**src/rtl/keyboard_wrapper.sv**
```systemverilog
// -----------------------------------------------------------------------------
// keyboard_wrapper
// PS/2 keyboard receiver front end for the player-piano design.
// The asynchronous PS/2 lines are brought into the Clock domain. The 11-bit
// frames are deframed on falling edges of the synchronized PS2Clk. The scan
// code of each released key (the byte that follows a 0xF0 break prefix) is
// then reported with a one-cycle Valid strobe.
//
// Ports:
//   Clock        in   system clock (50 MHz nominal), rising-edge logic
//   btnCpuReset  in   synchronous active-low reset
//   PS2Clk       in   PS/2 clock from keyboard, asynchronous, idles high
//   PS2Data      in   PS/2 data from keyboard, asynchronous, idles high
//   ScanData     out  [7:0] scan code of the most recently released key
//   JB           out  [1:0] debug: {synced PS2Data, synced PS2Clk}
//   Valid        out  one-cycle strobe, ScanData has just been updated
// -----------------------------------------------------------------------------
module keyboard_wrapper #(
    parameter int TIMEOUT_CYCLES = 5000,
    parameter int SYNC_STAGES    = 2
) (
    input  logic       Clock,
    input  logic       btnCpuReset,
    input  logic       PS2Clk,
    input  logic       PS2Data,
    output logic [7:0] ScanData,
    output logic [1:0] JB,
    output logic       Valid
);

    localparam int TW = (TIMEOUT_CYCLES > 1) ? $clog2(TIMEOUT_CYCLES) : 1;
    localparam logic [TW-1:0] TMO_LAST = TW'(TIMEOUT_CYCLES - 1);

    typedef enum logic [0:0] {
        ST_IDLE = 1'b0,
        ST_RECV = 1'b1
    } state_t;

    logic [SYNC_STAGES-1:0] clk_sync_r;
    logic [SYNC_STAGES-1:0] data_sync_r;
    logic                   clk_prev_r;

    state_t                 state_r,  state_s;
    logic [3:0]             count_r,  count_s;
    logic [7:0]             shift_r,  shift_s;
    logic [TW-1:0]          tmo_r,    tmo_s;
    logic                   brk_r,    brk_s;
    logic [7:0]             scan_r,   scan_s;
    logic                   valid_r,  valid_s;

    logic                   clk_synced_s;
    logic                   data_synced_s;
    logic                   fall_s;

    assign clk_synced_s  = clk_sync_r[SYNC_STAGES-1];
    assign data_synced_s = data_sync_r[SYNC_STAGES-1];
    assign fall_s        = clk_prev_r & ~clk_synced_s;

    assign ScanData = scan_r;
    assign Valid    = valid_r;
    assign JB       = {data_synced_s, clk_synced_s};

    // Synchronizer chains for both PS/2 lines plus the previous synced clock level
    always_ff @(posedge Clock) begin
        if (!btnCpuReset) begin
            clk_sync_r  <= {SYNC_STAGES{1'b1}};
            data_sync_r <= {SYNC_STAGES{1'b1}};
            clk_prev_r  <= 1'b1;
        end else begin
            clk_sync_r  <= {clk_sync_r[SYNC_STAGES-2:0], PS2Clk};
            data_sync_r <= {data_sync_r[SYNC_STAGES-2:0], PS2Data};
            clk_prev_r  <= clk_synced_s;
        end
    end

    // Receiver, decoder and output state registers
    always_ff @(posedge Clock) begin
        if (!btnCpuReset) begin
            state_r <= ST_IDLE;
            count_r <= 4'd0;
            shift_r <= 8'h00;
            tmo_r   <= '0;
            brk_r   <= 1'b0;
            scan_r  <= 8'h00;
            valid_r <= 1'b0;
        end else begin
            state_r <= state_s;
            count_r <= count_s;
            shift_r <= shift_s;
            tmo_r   <= tmo_s;
            brk_r   <= brk_s;
            scan_r  <= scan_s;
            valid_r <= valid_s;
        end
    end

    // Frame deframing, idle timeout and break-prefix decode
    always_comb begin
        state_s = state_r;
        count_s = count_r;
        shift_s = shift_r;
        tmo_s   = tmo_r;
        brk_s   = brk_r;
        scan_s  = scan_r;
        valid_s = 1'b0;

        case (state_r)
            ST_IDLE: begin
                tmo_s = '0;
                if (fall_s && !data_synced_s) begin
                    state_s = ST_RECV;
                    count_s = 4'd1;
                    shift_s = 8'h00;
                end else begin
                    // a high data bit on a falling edge is a false start
                    state_s = ST_IDLE;
                end
            end

            ST_RECV: begin
                if (fall_s) begin
                    tmo_s = '0;
                    if (count_r == 4'd10) begin
                        // eleventh edge carries the stop bit
                        state_s = ST_IDLE;
                        count_s = 4'd0;
                        if (data_synced_s) begin
                            case (shift_r)
                                8'hF0: brk_s = 1'b1;
                                8'hE0: brk_s = brk_r;
                                default: begin
                                    if (brk_r) begin
                                        scan_s  = shift_r;
                                        valid_s = 1'b1;
                                        brk_s   = 1'b0;
                                    end else begin
                                        brk_s = brk_r;
                                    end
                                end
                            endcase
                        end else begin
                            // bad stop bit: drop the frame, keep the break flag
                            brk_s = brk_r;
                        end
                    end else begin
                        // counts 1..8 carry data (LSB first); count 9 is parity,
                        // which is not checked and so is not stored
                        if (count_r <= 4'd8) begin
                            shift_s = {data_synced_s, shift_r[7:1]};
                        end else begin
                            shift_s = shift_r;
                        end
                        count_s = count_r + 4'd1;
                    end
                end else if (tmo_r == TMO_LAST) begin
                    state_s = ST_IDLE;
                    count_s = 4'd0;
                    shift_s = 8'h00;
                    tmo_s   = '0;
                end else begin
                    tmo_s = tmo_r + TW'(1);
                end
            end

            default: begin
                state_s = ST_IDLE;
                count_s = 4'd0;
                shift_s = 8'h00;
                tmo_s   = '0;
            end
        endcase
    end

endmodule

```
**config.mk**
```make
export PLATFORM = sky130hd
export DESIGN_NAME = keyboard_wrapper
export DESIGN_NICKNAME = d
export VERILOG_FILES = /design/src/rtl/keyboard_wrapper.sv
export SDC_FILE = /design/constraint.sdc
export NUM_CORES = 1
export LEC_CHECK = 0
export CORE_MARGIN = 1.5
export CORE_UTILIZATION = 37
export DETAILED_ROUTE_END_ITERATION = 8
export PLACE_DENSITY = 0.66
export SLEW_MARGIN = 20
export SYNTH_ARGS = -nofsm -noshare
export SYNTH_HDL_FRONTEND = slang
export SYNTH_SLANG_ARGS = --single-unit
```
**constraint.sdc**
```tcl
create_clock -name Clock -period 3.52 [get_ports Clock]
set_input_delay 0.88 -clock Clock [delete_from_list [all_inputs] [get_ports Clock]]
set_output_delay 0.88 -clock Clock [all_outputs]
set_load 0.1 [all_outputs]
```
* Word level (Yosys, flattened, before mapping)
Cells that the tools add are included.
** Word-level totals
- Flip-flop bits (word level) :: 41
- Input port bits :: 4
- Output and inout port bits :: 11
- Logic and storage cells :: 59
** Operators by class
- Add/sub/neg operators :: 2
- Order comparisons :: 1
- Equality and inequality tests :: 8
- Multiplexer cells :: 21
- Bitwise operators :: 9
- Reduce and logical (&&, ||, !) cells :: 8
** Operator list (number)
- $mux 8 :: 5
- $mux 13 :: 2
- $pmux 13 s2 :: 1
- $eq 8x8->1 const B :: 2
- $mux 4 :: 4
- $pmux 8 s2 :: 1
- $add 13x1->13 const B :: 1
- $eq 13x13->1 const B :: 1
- $not 1->1 :: 8
- $pmux 4 s2 :: 1
- $reduce_or 7->1 :: 1
- $reduce_and 6->1 :: 1
- $mux 1 :: 5
- $reduce_and 5->1 :: 1
- $add 4x1->4 const B :: 1
- $eq 4x4->1 const B :: 1
- $le 4x4->1 const B :: 1
- $pmux 1 s2 :: 2
- $reduce_and 4->1 :: 1
- $ne 3x1->1 const B :: 1
- $ne 3x2->1 const B :: 1
- $ne 3x3->1 const B :: 1
- $ne 2x2->1 const B :: 1
- $reduce_and 2->1 :: 1
- other kinds (4) :: 4

* Longest topological paths before layout
- Word-level depth :: 5
- Gate-level depth with buffers :: 6

* Worst setup path after synthesis
Ideal clock, no wire load.
- Path kind :: reg2reg
- Start :: register tmo_r[0]
- End :: register shift_r[0]
- Arrival time :: 2.048 ns
- Required time :: 3.448 ns
- Slack :: 1.401 ns
- Stages on the path, launching flop included :: 6
- Buffers on the path :: 0
- Clock period less this slack :: 2.119 ns
- Cells stage by stage :: dfxtp_1 -> ha_1 -> or4b_1 -> o31a_1 -> nor3_4 -> mux2i_1
** On the way
- Word-level cells in the longest chain between the ends :: 3
** Ends and longest elaborated chain
- start: declaration :: RTL line 46 : logic [TW-1:0] tmo_r, tmo_s;
- start signal: assignment :: RTL line 90 : tmo_r <= tmo_s;
- $eq 13x13->1 :: RTL line 155 : end else if (tmo_r == TMO_LAST) begin
- $ne 3x1->1 (no source line)
- $reduce_and 4->1 (no source line)
- end signal: assignment :: RTL line 89 : shift_r <= shift_s;
- end: declaration :: RTL line 45 : logic [7:0] shift_r, shift_s;
No other way between the ends.
A chain may end at the register's enable or synchronous reset.

* Final worst setup path
- Start :: register tmo_r[0]
- End :: register shift_r[5]
The elaborated chain is that of the path after synthesis.

==> flow_summary.json <==
{
  "critPathKind": "reg2reg",
  "status": "finished clean",
  "clockBufferDepth": 2,
  "die_h_um": 70.7,
  "drive_above_1_share_pct": 11.2,
  "num_io_pins": 15,
  "rsz0062_at_grt": "no",
  "maxSlewViolCount": 0,
  "maxCapViolCount": 0,
  "layout.nets": 201,
  "slowest_delay_ns": 0.52,
  "drc_errors": 0,
  "synth_nets": 188,
  "slew_headroom_pct": 64.5,
  "start_util_pct": 38.6,
  "htree_num_levels": 2,
  "place.gp.congestion": 0.792,
  "via_per_inst": 5.10,
  "io_buffers": 14,
  "period_share_pct": 69.0,
  "clk_latency_ns": 0.30,
  "routedWlPerCell_um": 12.6,
  "cts_root_buffer": "clkbuf_8",
  "wl_mm": 3.14,
  "final_hold_viol_count": 0,
  "diodes": 0,
  "crit_buf_inv": 0,
  "timing.final.crit_period_ns": 2.43,
  "ys_types": 33,
  "async_reset_ff_share_pct": 0,
  "syn_area_um2": 1690,
  "dr.first_iter.drc_count": 53,
  "cp_max_fo": 8,
  "synth_top_area_share_pct": 48.4,
  "numCtsBuffers": 5,
  "worst_slew_pin_slew_ns": 0.530,
  "crit_family": "simple AND/OR/NAND/NOR gates",
  "fin_worst_skew_ns": 0.00723,
  "dp_hpwl_mm": 2.11,
  "holdBufCountCts": 0,
  "synth_area_leaders": "dfxtp_1, mux2i_1, nand3_1, nand2_1, xnor2_1",
  "die_x_um": 70.7,
  "worstHoldPathType": "reg2reg",
  "vias": 1269,
  "ys_seq_elements": 41,
  "cts_setup_buffers": 0,
  "ys_seq_area_share_pct": 48.4,
  "row_count": 24,
  "grt_pass1_wl_mm": 5.58,
  "dr.pass1.iters": 4,
  "multiInputGateArea_um2": 808,
  "clkTransAtPathRegs_ns": 0.07,
  "max_freq_mhz": 412,
  "synth_top_area_cell": "dfxtp_1",
  "synth_edf_count": 0,
  "synth.top_cells.by_count": "dfxtp_1, nand2_1, nor2_1, nand3_1, mux2i_1",
  "grt_pass1_vias": 1203,
  "ir_worst_vdd_v": 0.000224,
  "setup_viol_count_final": 0,
  "grt_max_degree": 24,
  "coreArea_um2": 4380,
  "synth_ff_type": "dfxtp_1",
  "finalSetupTns_ns": 0,
  "ctsResizeCount": 0,
  "antenna_found_initial": 0,
  "cp.required_ns": 3.75,
  "grt_util_all_layers_pct": 13.9,
  "cts.sinks": 41,
  "power.leakage_nw": 0.702,
  "syn_inst": 183,
  "area_delta_synth_final_pct": 15.5,
  "cp_slowest_cell": "nor3_4",
  "cts_tree": "done",
  "p_per_area_nw_per_um2": 452,
  "critPathCaptureType": "flop",
  "finalPower_mw": 0.885,
  "synth_most_common_cell": "dfxtp_1",
  "yosysWarningCount": 0,
  "postSynthAreaPerCell_um2": 9.26,
  "grt_overflow": 0,
  "cp-start-kind": "flop",
  "fillers": 408,
  "antenna_left": 0,
  "dieArea_um2": 4990,
  "holdWs_ns": 0.409,
  "cp.arrival_ns": 2.66,
  "ff_latch_area_um2": 821,
  "cp_cell_sequence": "ha_1 > or4b_1 > o31a_1 > nor3_4 > mux2i_1"
}
## layer usage
metal  vias to the layer above  wire (µm)  track usage (%)
met5                         -          0                0
met4                         0         85             8.18
met3                         8         65             2.56
met2                        14       1350             20.8
met1                       588       1640             18.9
li1                        659          -                -
## sequential cells by signal (all words and copies together) (netlist names)
register and cells:
clk_sync_r 2, clk_prev_r 1, brk_r 1, tmo_r 13
shift_r 8, ScanData 8, state_r 1, Valid 1
data_sync_r 2, count_r 4
## path summary, 6_finish.rpt
| kind | startpoint | to | slack, ns | cells past startpoint |
|---|---|---|---|---|
| min reg2reg | clk_sync_r[0] | clk_sync_r[1] | 0.41 | 1 |
| max | tmo_r[0] | shift_r[5] | 1.09 | 5 |
| min | clk_sync_r[0] | clk_sync_r[1] | 0.41 | 1 |
| max reg2reg | tmo_r[0] | shift_r[5] | 1.09 | 5 |
## cell usage in the layout (no fill, tap or decap), types with 5 or more instances in the layout
cell type,netlist,layout
inv_1,6,6
clkbuf_8,0,6
nand2_1,21,21
nand2b_1,5,5
nor3_1,6,6
dfxtp_1,41,41
nor2_1,18,18
xnor2_1,9,9
nand3_1,17,17
buf_4,2,12
mux2i_1,16,16
## area by class of cell
type,instances,area share [%]
flip-flops and latches,41,41.9
multi-input cells,127,41.3
repair buffers,15,6.14
clock buffers,6,4.22
well taps,52,3.32
clock inverters,2,1.92
inverters,6,1.15
## where the power goes
group,switching [mW],internal (mW),leakage (nW)
combinational,0.0169,0.00747,0.314
clock,0.162,0.230,0.0574
sequential,0.00219,0.466,0.331
## cell families (layout without fill, tap and decap cells)
logic type | after synthesis | in the layout | synth area share [%]
buffers and inverters | 15 | 29 | 3.84
muxes | 16 | 16 | 9.45
AOI/OAI and AO/OA | 14 | 14 | 5.91
DFF | 41 | 41 | 48.4
xor gates and xnor gates | 12 | 12 | 6.20
adders and majority gates | 1 | 1 | 0.738
and+or+nand+nor | 84 | 84 | 25.4
## stage by stage
| step | util (%) | area, µm² | setup slack (ns) | std cells |
|---|---|---|---|---|
| floorplan | - | 1690 | 1.40 | 183 |
| global placement | 41.9 | 1840 | 1.14 | 241 |
| detailed placement | 41.9 | 1840 | 1.12 | 241 |
| CTS | 44.6 | 1960 | 1.09 | 249 |
| global route | 44.6 | 1960 | 0.878 | 249 |
| finish | 44.6 | 1960 | 1.09 | 249 |
(Power assumes the default switching activity.)
